### src/rtl/res129_pkg.sv
// Shared constants and types for the mod-129 residue checker.
package res129_pkg;

    localparam int MOD_VAL  = 129;
    localparam int W256_MOD = 127;

    typedef enum logic [1:0] {
        IDLE,
        RUN,
        DONE
    } state_t;

    typedef logic [7:0] residue_t;

endpackage

### src/rtl/res129_step.sv
// One byte-serial step of the mod-129 residue: (acc*256 + b) mod 129.
// 256 folds to 127, and the 15-bit product is reduced with 128 = -1 (mod 129).
module res129_step
    import res129_pkg::*;
(
    input  residue_t    acc,
    input  logic [7:0]  b,
    output residue_t    res_next
);

    logic [14:0] prod;
    logic [8:0]  diff;

    // Multiply by 127, add the new byte, then fold the high part back in with a negative weight.
    always_comb begin
        prod = ({7'd0, acc} * 15'(W256_MOD)) + {7'd0, b};
        diff = {2'b00, prod[6:0]} - {1'b0, prod[14:7]};
        if (diff[8]) begin
            diff = diff + 9'(MOD_VAL);
        end
        res_next = diff[7:0];
    end

endmodule

### config.mk
export PLATFORM = sky130hd
export DESIGN_NAME = res129_step
export DESIGN_NICKNAME = d
export VERILOG_FILES = /design/src/rtl/res129_pkg.sv /design/src/rtl/res129_step.sv
export SDC_FILE = /design/constraint.sdc
export NUM_CORES = 1
export LEC_CHECK = 0
export CAP_MARGIN = 40
export CORE_MARGIN = 8
export CORE_UTILIZATION = 44
export DETAILED_ROUTE_END_ITERATION = 16
export PLACE_DENSITY = 0.75
export SLEW_MARGIN = 20
export SYNTH_ARGS = -nofsm -noshare
export SYNTH_HDL_FRONTEND = slang
export SYNTH_SLANG_ARGS = --single-unit
### constraint.sdc
create_clock -name vclk -period 7.9
set_input_delay 1.185 -clock vclk [all_inputs]
set_output_delay 1.185 -clock vclk [all_outputs]
set_load 0.02 [all_outputs]
* Word level (Yosys, flattened, before mapping) *
Index checks and enable logic that the tools add are counted.

operators by class
  multiplexer cells = 1
  multipliers = 1
  add/sub/neg operators = 3

operator list
  cell                                                                  count
  15-bit by 8-bit adder with 15-bit output                              1
  8-bit by 7-bit multiplier with 15-bit output (second input constant)  1
  7-bit by 8-bit subtractor with 9-bit output                           1
  8-bit adder (second input constant)                                   1
  8-bit 2-to-1 mux                                                      1

storage, ports and cells
  input bits = 16
  flip-flop bits (word level) = 0

* Depth between registers and ports, before layout *
  depth after elaboration = 5
  mapped depth = 24
  depth with buffers taken out = 24

* Worst setup path after synthesis *
Ideal clock, no wire load.

  path kind = input to output
  start point = in acc[1]
  end point = out res_next[7]
  path slack = 0.464 ns
  required time = 6.715 ns
  path buffers = 0
  arrival = 6.251 ns
  stages on the path = 21
  cells stage by stage = fa_1 -> fa_1 -> fa_1 -> inv_1 -> fa_1 -> inv_1 -> ha_1 -> a21oi_1 -> nand2_1 -> o211ai_1 -> nand2b_1 -> a21oi_1 -> xor2_1 -> ha_1 -> o21ai_0 -> o21bai_1 -> a21o_1 -> xnor2_1 -> nor4b_1 -> a2111oi_0 -> a311o_1

between the ends
  word-level cells in the longest chain between the ends = 5

RTL lines
  element                                           line               text
  start: declaration                                res129_step.sv:6   input residue_t acc,
  8-bit by 7-bit multiplier with 15-bit output (*)  res129_step.sv:16  prod = ({7'd0, acc} * 15'(W256_MOD)) + {7'd0, b};
  15-bit by 8-bit adder with 15-bit output (*)      res129_step.sv:16
  7-bit by 8-bit subtractor with 9-bit output (*)   res129_step.sv:17  diff = {2'b00, prod[6:0]} - {1'b0, prod[14:7]};
  8-bit adder                                       res129_step.sv:19  diff = diff + 9'(MOD_VAL);
  8-bit 2-to-1 mux (*)                              res129_step.sv:18  if (diff[8]) begin
  end: declaration                                  res129_step.sv:8   output residue_t res_next

Mark *: on every way between the ends. The rest lies on a longest branch, timed or not.

* Worst setup path in the final report *
  start point = in acc[6]
  end point = out res_next[7]

Same word-level chain as after synthesis.

==> impl_metrics.prom <==
# TYPE chip_impl_metric gauge
chip_impl_metric{name="ys.warnings.count",unit=""} 0
chip_impl_metric{name="nFlopsAndLatches",unit=""} 0
chip_impl_metric{name="post_route_cells_drive_above_1_share",unit="%"} 32.4
chip_impl_metric{name="fmax",unit="MHz"} 132
chip_impl_info{name="worstSetupPathType",value="in2out"} 1
chip_impl_metric{name="grt_antenna_before_repair",unit=""} 0
chip_impl_metric{name="grt_remaining_overflow",unit=""} 0
chip_impl_info{name="cp_startpoint_kind",value="input pin"} 1
chip_impl_info{name="synth_commonest_cells",value="68 x inv_1, 43 x ha_1, 32 x fa_1"} 1
chip_impl_metric{name="pre_repair_dr_iteration_count",unit=""} 4
chip_impl_metric{name="max_cap_violations",unit=""} 0
chip_impl_metric{name="die_width",unit="um"} 86.0
chip_impl_metric{name="core_region_area",unit="sq um"} 4720
chip_impl_info{name="critical_path.slowest_cell",value="fa_1"} 1
chip_impl_metric{name="synthesis.nets",unit=""} 334
chip_impl_metric{name="timing.critical_path.buf_inv",unit=""} 7
chip_impl_metric{name="syn-instance-count",unit=""} 243
chip_impl_info{name="setup_repair_after_global_routing_missed_its_margin",value="no"} 1
chip_impl_metric{name="drt_iter0_drc",unit=""} 39
chip_impl_metric{name="netlist-cell-type-count",unit=""} 30
chip_impl_metric{name="finalWirelength",unit="um"} 4840
chip_impl_info{name="hold_path.class",value="in2out"} 1
chip_impl_metric{name="route.detailed.vias_per_inst",unit=""} 4.72
chip_impl_metric{name="actual_slew_at_the_worst_max_slew_pin",unit="ns"} 0.370
chip_impl_metric{name="synth_area",unit="sq um"} 2150
chip_impl_info{name="synthMostInstantiatedCell",value="inv_1"} 1
chip_impl_metric{name="netlist.area_leader.share",unit="%"} 29.8
chip_impl_info{name="ys_top_cells_by_area",value="fa_1 30%, ha_1 25%, inv_1 12%"} 1
chip_impl_metric{name="areaGrowthSynthToFinish",unit="%"} 40.1
chip_impl_metric{name="pre_cts_ws",unit="ns"} -0.904
chip_impl_metric{name="regArea",unit="sq um"} 0
chip_impl_metric{name="routed_wire_length_per_instance",unit="um"} 12.3
chip_impl_info{name="hold-path-endpoint",value="res_next[0]"} 1
chip_impl_info{name="worst_hold_startpoint",value="acc[0]"} 1
chip_impl_metric{name="nNetsFinal",unit=""} 420
chip_impl_metric{name="hold_viol_final",unit=""} 0
chip_impl_metric{name="hold-path-cell-count",unit=""} 7
chip_impl_metric{name="finalCoreUtilization",unit="%"} 63.9
chip_impl_metric{name="synthesis.area_per_instance",unit="sq um"} 8.86
chip_impl_info{name="endpoint_kind_of_the_worst_setup_timing_path",value="output pin"} 1
chip_impl_metric{name="io-pin-count",unit=""} 24
chip_impl_info{name="result_of_the_run",value="finished, final reports clean"} 1
chip_impl_metric{name="setup_slack",unit="ns"} 0.301
chip_impl_metric{name="design.die.area",unit="sq um"} 7390
chip_impl_metric{name="period_needed",unit="ns"} 7.60
chip_impl_metric{name="critPathArrivalTime",unit="ns"} 6.41
chip_impl_metric{name="maxSlewHeadroom",unit="%"} 75.3
chip_impl_metric{name="synth_seq_area_share",unit="%"} 0
chip_impl_metric{name="drc_errors",unit=""} 0
chip_impl_metric{name="finalWeightedCongestion",unit=""} 0.874
chip_impl_metric{name="via_count",unit=""} 1858
chip_impl_info{name="synth_top_area_cell",value="fa_1"} 1
chip_impl_info{name="timing.critical_path.cells",value="dlymetal6s2s_1, fa_1, fa_1, fa_1, inv_1, fa_1, inv_1, ha_4, nand3_1, buf_4, o211ai_2, a21oi_2, xor2_1, ha_1, buf_4, buf_4, o21ai_1, a21oi_1, o211ai_1, nand2_1, xor2_1, a21o_1, a311o_1, buf_4"} 1
chip_impl_metric{name="final.clkbuf_count",unit=""} 0
chip_impl_metric{name="report.final.slew_viol_count",unit=""} 0
chip_impl_metric{name="initial_utilization",unit="%"} 45.6
chip_impl_metric{name="first_pass_grt_wire_length",unit="um"} 8270
chip_impl_metric{name="grt_pass1_vias",unit=""} 1988
chip_impl_metric{name="placement.cell_area",unit="sq um"} 2900
chip_impl_metric{name="antenna_violating_nets_post_route",unit=""} 0
chip_impl_metric{name="crit_required",unit="ns"} 6.71
chip_impl_metric{name="final.period_utilization",unit="%"} 96.2
chip_impl_metric{name="grt_usage",unit="%"} 13.2
chip_impl_info{name="worst_path_dominant_cell_family",value="adder cells"} 1
chip_impl_metric{name="post_dp_hpwl",unit="um"} 4070
chip_impl_metric{name="finalSetupViolCount",unit=""} 0
chip_impl_metric{name="post-route-cell-area",unit="sq um"} 3020
chip_impl_metric{name="crit_path_max_incr_delay",unit="ns"} 0.58
chip_impl_metric{name="worstSetupPathDepth",unit=""} 24
chip_impl_metric{name="worstPathMaxFanout",unit=""} 6
chip_impl_metric{name="std_cell_rows",unit=""} 25
chip_impl_metric{name="antenna-diode-count",unit=""} 0
chip_impl_metric{name="die_height",unit="um"} 86.0
chip_impl_metric{name="maximum_number_of_pins_on_one_net_before_global_route_repair",unit=""} 10
chip_impl_metric{name="port_buffers",unit=""} 24
==> metrics by stage <==
step	TNS (ns)	hold WS (ns)	cells
2_1_floorplan	0	2.92	243
3_3_place_gp	-4.69	3.89	390
3_5_place_dp	-5.63	3.89	390
4_1_cts	0	3.65	392
5_1_grt	0	3.40	394
6_report	0	3.31	394
==> per-layer routing <==
layer  vias to the layer above  track usage (%)  routed length [um]
met5                         -                0                   0
met4                         0             1.91                  84
met3                         8            0.478                  82
met2                        26             25.7                2620
met1                       886             15.7                2050
li1                        938                -                   -
==> cell families after synthesis <==
| family | after synthesis | share of synthesized area, % |
|---|---|---|
| xor+xnor | 27 | 12.7 |
| compound gates | 42 | 13.3 |
| simple gates | 30 | 6.68 |
| mux | 1 | 0.697 |
| fa+ha+maj | 75 | 54.7 |
| buf+inv | 68 | 11.9 |
==> tightest hold or removal path, cell delays in order <==
cell and delay [ns]:
dlymetal6s2s_1 0.12, buf_4 0.16, ha_1 0.23, inv_1 0.05
ha_2 0.16, xnor2_1 0.07, clkbuf_2 0.15
==> area by class of cell <==
| class | instances | area [sq um] |
|---|---|---|
| multi-input cells | 175 | 2030 |
| repair buffers | 84 | 648 |
| fillers | 374 | 1710 |
| inverters | 68 | 255 |
| well taps | 67 | 83.8 |
==> cells in the final DEF (no fill, tap or decap), types with 3 or more instances in the layout <==
master	n
xnor2_1	9
ha_1	38
nor2_1	7
nand3_1	5
xor2_1	15
clkdlybuf4s50_1	8
a21oi_1	12
inv_1	65
fa_2	4
a21oi_2	4
a21o_1	4
clkbuf_2	9
buf_4	61
a211oi_2	4
o21ai_1	3
inv_2	3
nand2_1	7
o211ai_1	3
ha_4	3
dlymetal6s2s_1	3
fa_1	28
==> how the worst max path moves through the flow <==
stage,start,to
5_1_grt,acc[2],res_next[5]
4_1_cts,acc[6],res_next[7]
3_3_place_gp,acc[1],res_next[7]
3_5_place_dp,acc[1],res_next[7]
2_1_floorplan,acc[1],res_next[7]
6_report,acc[6],res_next[7]
==> timing repair <==
action / 4_1_cts / 5_1_grt
gates resized for setup: 41 / 37
buffers inserted: 2 / 2
hold buffers: 0 / 0
setup endpoints to repair: 8 / 8
pin swaps: 12 / 22
Power is left out: the tool's default activity adds up to more than one toggle a clock period on the data nets, which glitch-free logic cannot reach.
